## src/rtl/pixie_dp_back_end.sv

```systemverilog
// pixie_dp_back_end: scans the 1 KiB Pixie frame buffer into a 64x128 pixel stream with raster sync/blank
module pixie_dp_back_end #(
  parameter int H_TOTAL        = 112,
  parameter int V_TOTAL        = 262,
  parameter int H_ACTIVE_START = 8,
  parameter int V_ACTIVE_START = 80,
  parameter int V_ACTIVE_LINES = 128,
  parameter int HSYNC_START    = 88,
  parameter int HSYNC_LEN      = 12,
  parameter int VSYNC_START    = 240,
  parameter int VSYNC_LEN      = 3
) (
  input  logic       clk,
  input  logic       reset_n,
  input  logic       clk_enable,
  input  logic       disp_enable,
  output logic [9:0] mem_addr,
  output logic       mem_rd_en,
  input  logic [7:0] mem_rd_data,
  output logic       video,
  output logic       hsync,
  output logic       vsync,
  output logic       hblank,
  output logic       vblank,
  output logic       frame_start
);
  logic [6:0] h, hn, hf;
  logic [8:0] v, vn, vrel;
  logic       h_wrap, f_wrap, h_act, v_act, byte_start, fetch, frame_en, cap;
  logic [7:0] staging, shifter, load;
  always_comb begin
    h_wrap     = h == 7'(H_TOTAL - 1);
    f_wrap     = h_wrap && v == 9'(V_TOTAL - 1);
    hn         = h_wrap ? 7'd0 : h + 7'd1;
    vn         = f_wrap ? 9'd0 : h_wrap ? v + 9'd1 : v;
    vrel       = vn - 9'(V_ACTIVE_START);
    hf         = hn + 7'd1 - 7'(H_ACTIVE_START);
    h_act      = hn >= 7'(H_ACTIVE_START) && hn < 7'(H_ACTIVE_START + 64);
    v_act      = vn >= 9'(V_ACTIVE_START) && vn < 9'(V_ACTIVE_START + V_ACTIVE_LINES);
    byte_start = h_act && 3'(hn - 7'(H_ACTIVE_START)) == 3'd0;
    // fetch one pixel before each byte start; hf is the pixel offset of the byte being fetched
    fetch      = frame_en && v_act && hf < 7'd64 && hf[2:0] == 3'd0;
    // when the byte start lands on the capture clk, take the read data directly
    load       = cap ? mem_rd_data : staging;
  end
  always_ff @(posedge clk or negedge reset_n)
    if (!reset_n) begin
      h           <= '0;
      v           <= '0;
      frame_en    <= 1'b0;
      cap         <= 1'b0;
      staging     <= '0;
      shifter     <= '0;
      mem_addr    <= '0;
      mem_rd_en   <= 1'b0;
      frame_start <= 1'b0;
      video       <= 1'b0;
      hsync       <= 1'b0;
      vsync       <= 1'b0;
      hblank      <= 1'b1;
      vblank      <= 1'b1;
    end else begin
      mem_rd_en   <= clk_enable && fetch;
      frame_start <= clk_enable && f_wrap;
      cap         <= mem_rd_en;
      if (cap) staging <= mem_rd_data;
      if (clk_enable) begin
        h       <= hn;
        v       <= vn;
        if (f_wrap) frame_en <= disp_enable;
        if (fetch) mem_addr <= 10'({vrel, hf[5:3]});
        hblank  <= !h_act;
        vblank  <= !v_act;
        hsync   <= hn >= 7'(HSYNC_START) && hn < 7'(HSYNC_START + HSYNC_LEN);
        vsync   <= vn >= 9'(VSYNC_START) && vn < 9'(VSYNC_START + VSYNC_LEN);
        shifter <= byte_start ? load : shifter << 1;
        video   <= h_act && v_act && frame_en && (byte_start ? load[7] : shifter[6]);
      end
    end
endmodule

```

## config.mk

```make
export PLATFORM = sky130hd
export DESIGN_NAME = pixie_dp_back_end
export DESIGN_NICKNAME = d
export VERILOG_FILES = /design/src/rtl/pixie_dp_back_end.sv
export SDC_FILE = /design/constraint.sdc
export NUM_CORES = 1
export LEC_CHECK = 0
export ABC_AREA = 1
export CORE_MARGIN = 3
export CORE_UTILIZATION = 57
export DETAILED_ROUTE_END_ITERATION = 12
export PLACE_DENSITY = 0.8
export SLEW_MARGIN = 20
export SYNTH_ARGS = -nofsm -noshare
export SYNTH_HDL_FRONTEND = slang
export SYNTH_SLANG_ARGS = --single-unit
```

## constraint.sdc

```tcl
create_clock -name clk -period 2.8 [get_ports clk]
set_input_delay 0.28 -clock clk [delete_from_list [all_inputs] [get_ports clk]]
set_output_delay 0.28 -clock clk [all_outputs]
set_load 0.01 [all_outputs]
```

==> reports/summary.txt <==
status = finished, final reports clean
worst slew pin tran = 0.5489 ns
Syn Area/Cell = 7.788 um2
Critical Path RT = 3.04 ns
Seq/Total Area, Yosys = 42.48%
Placer Congestion = 0.9118
setup_tns = 0 ns
Clock Pin Slew Worst Setup and Hold Paths = 0.09 ns
GRT Util Overall = 23.13%
dpl hpwl = 4724 um
time the worst path needs with I/O delays and setup = 2.508 ns
I/O pin count = 29
RSZ-0062 raised after global routing = no
drt initial violations = 150
Skew-Pair Late Insertion Delay = 0.30 ns
crit path max-delay cell type = dfrtp_1
share of cells above drive strength 1 = 9.828%
Post-synth EDFFs = 0
Fin. Hold Viols = 0
Fillers = 396
Ys Warns = 0
fin. max-slew vios = 0
Leak Pwr = 1.752 nW
worst-path cell chain = ha_2 -> nand3_4 -> inv_1 -> nand2_2 -> nand2_1 -> nand2_2 -> inv_1 -> ha_1 -> nand3_1 -> nor2_1 -> nor2_1 -> nor2_4 -> nand4_1 -> nand2_1
Setup crit end kind = flop
drt drc = 0
most instantiated cells after synthesis = nand2_1, dfrtp_1, inv_1, o21ai_0, nor2_1
WP depth = 14
Placement Cell Area = 3262 um2
Rows = 25
CORE AREA = 4848 um2
Fin Clk Skew = 0.005610 ns
Post-DRT Antenna Nets = 0
Top Family by Delay on Critical Path = simple AND/OR/NAND/NOR gates
Initial Util = 60.88%
Reg2Reg Launch Point = h[1]$_DFFE_PN0P_
Main synth FF type = dfrtp_1
fin area = 3401 um2
largest net degree at the start of global routing = 27
Hold Slack = 0.3902 ns
via count = 2483
Synth Net Count = 400
WL per Instance = 13.22 um
CP peak stage delay = 0.49 ns
VDD IR max = 0.0003924 V
Yosys top cell by area = dfrtp_1
CTS root buffer = clkbuf_8
vias in the first global route = 2348
Reg2Reg Setup Slack = 0.29 ns
GRT overflow = 0
HP Start = mem_rd_en$_DFF_PN0_
I/O Buffers = 28
async set or reset register ratio after synthesis = 100.0%
initial antenna violation count = 0
Die Width = 77.96 um
first-pass GRT wire length = 11250 um
Slew HR = 63.41%
most common cell in the synthesized netlist = nand2_1
#FFs+latches synth = 50
max_cap viols = 0
Synth Instances = 379
worst hold path depth = 0
synthesized cell area = 2952 um2
Hold Path Sink = cap$_DFF_PN0_
crit path max fanout = 12
unique cell type count in the Yosys netlist = 36
worst path arrival time = 2.75 ns
First-pass DRT Iterations = 4
cts bufs inserted = 5
Fmax achieved = 398.7 MHz
top-area cell type share of the netlist area = 40.70%
reg2reg end = mem_addr[2]$_DFFE_PN0P_
Worst Path Buf+Inv = 2
antenna cell count = 0
die area = 6078 um2
PwrDens = 722.7 nW/um2
Via density = 5.238
final number of setup-violating endpoints = 0
final WL = 6265 um
CTS HTree Levels = 2
critical path class = flop to flop
crit share post-route = 89.57%
DIE HEIGHT = 77.96 um
top cells by area, synth = dfrtp_1, nand2_1, inv_1
Area Overhead vs Synth = 15.22%
layout net count = 427
TritonCTS clock tree = done
Clock Path Buffers = 2
worst min-delay path category = flop to flop
postcts setup bufs = 0
path depth of the worst reg2reg path = 14
CTS Sinks = 50
CP startpoint kind = flop
state kept, by name (all words and copies together), names as in the netlist:
signal / cells
video: 1
frame_start: 1
vblank: 1
staging: 8
cap: 1
vsync: 1
frame_en: 1
hsync: 1
v: 9
shifter: 7
hblank: 1
h: 7
mem_rd_en: 1
mem_addr: 10
worst max-delay path by stage:
stage	startpoint	endpoint	slack [ns]
2_1_floorplan	h[1]$_DFFE_PN0P_	mem_addr[8]$_DFFE_PN0P_	0.63
3_3_place_gp	h[1]$_DFFE_PN0P_	mem_addr[2]$_DFFE_PN0P_	0.31
3_5_place_dp	h[1]$_DFFE_PN0P_	mem_addr[4]$_DFFE_PN0P_	0.20
4_1_cts	h[1]$_DFFE_PN0P_	mem_addr[2]$_DFFE_PN0P_	0.16
5_1_grt	h[1]$_DFFE_PN0P_	mem_addr[0]$_DFFE_PN0P_	0.03
6_report	h[1]$_DFFE_PN0P_	mem_addr[2]$_DFFE_PN0P_	0.29
through the flow:
stage | power [mW] | utilization, % | setup slack (ns) | cells
2_1_floorplan | 1.657 | - | 0.6333 | 379
3_3_place_gp | 1.911 | 67.28 | 0.3112 | 465
3_5_place_dp | 1.947 | 67.28 | 0.2004 | 465
4_1_cts | 2.464 | 69.81 | 0.1633 | 474
5_1_grt | 2.657 | 70.14 | 0.02577 | 474
6_report | 2.458 | 70.14 | 0.2921 | 474
report_power, final:
| group | switching (mW) | internal [mW] |
|---|---|---|
| combinational | 0.542 | 0.357 |
| sequential | 0.154 | 0.899 |
| clock | 0.237 | 0.268 |
| total | 0.934 | 1.52 |
placed cells by master, fill, tap and decap left out:
| cell type | synthesis | final |
|---|---|---|
| nand3_2 | 4 | 4 |
| ha_1 | 9 | 8 |
| mux2_2 | 4 | 4 |
| inv_2 | 2 | 2 |
| xor2_1 | 5 | 5 |
| nor2_8 | 1 | 1 |
| or2_2 | 1 | 1 |
| mux2i_1 | 5 | 5 |
| nor2_4 | 1 | 2 |
| o21ai_0 | 33 | 33 |
| nor2_1 | 27 | 27 |
| o211ai_1 | 1 | 1 |
| nand2_1 | 110 | 110 |
| clkdlybuf4s50_1 | 0 | 27 |
| bufinv_16 | 0 | 1 |
| inv_6 | 0 | 1 |
| inv_1 | 46 | 46 |
| nand2_4 | 1 | 1 |
| clkinv_2 | 0 | 1 |
| nor3b_1 | 1 | 1 |
| buf_4 | 1 | 5 |
| nor3_1 | 1 | 1 |
| clkbuf_8 | 0 | 5 |
| dfstp_2 | 2 | 2 |
| dfrtp_1 | 48 | 48 |
| a21boi_0 | 1 | 1 |
| o22ai_1 | 1 | 1 |
| ha_2 | 0 | 1 |
| xnor2_1 | 2 | 2 |
| nor2_2 | 2 | 1 |
| nand4_4 | 1 | 2 |
| nand3_4 | 1 | 1 |
| dlygate4sd3_1 | 0 | 1 |
| o21ai_1 | 1 | 1 |
| buf_2 | 3 | 1 |
| a21oi_1 | 9 | 9 |
| nand4_1 | 17 | 17 |
| nand2_2 | 4 | 4 |
| nand3_1 | 23 | 23 |
cell type report:
type | instances | area, um2 | area share (%)
tap | 67 | 83.83 | 2.465
sequential | 50 | 1254 | 36.87
timing repair buffer | 34 | 322.8 | 9.492
inverter | 48 | 180.2 | 5.298
clock inverter | 3 | 43.79 | 1.288
multi-input combinational | 267 | 1448 | 42.57
clock buffer | 5 | 68.82 | 2.024
cell families after synthesis:
| family | synth area share [%] |
|---|---|
| buf+inv | 9.029 |
| simple gates | 31.37 |
| fa+ha+maj | 3.815 |
| compound gates | 8.012 |
| mux | 3.222 |
| xor+xnor | 2.077 |
| flops | 42.48 |
layer usage:
| metal | global-route usage (%) | share of wire (%) |
|---|---|---|
| met5 | 0 | 0 |
| met4 | 6.294 | 1.1 |
| met2 | 35.87 | 46 |
| met1 | 33.03 | 48 |
| met3 | 4.756 | 5.2 |
timing repair:
item | CTS | global route
resized for setup | 0 | 3
hold endpoints to repair | 25 | 0
setup endpoints to repair | 0 | 12
hold buffers | 1 | 0
Note: power is estimated with default switching activity, not from simulation.
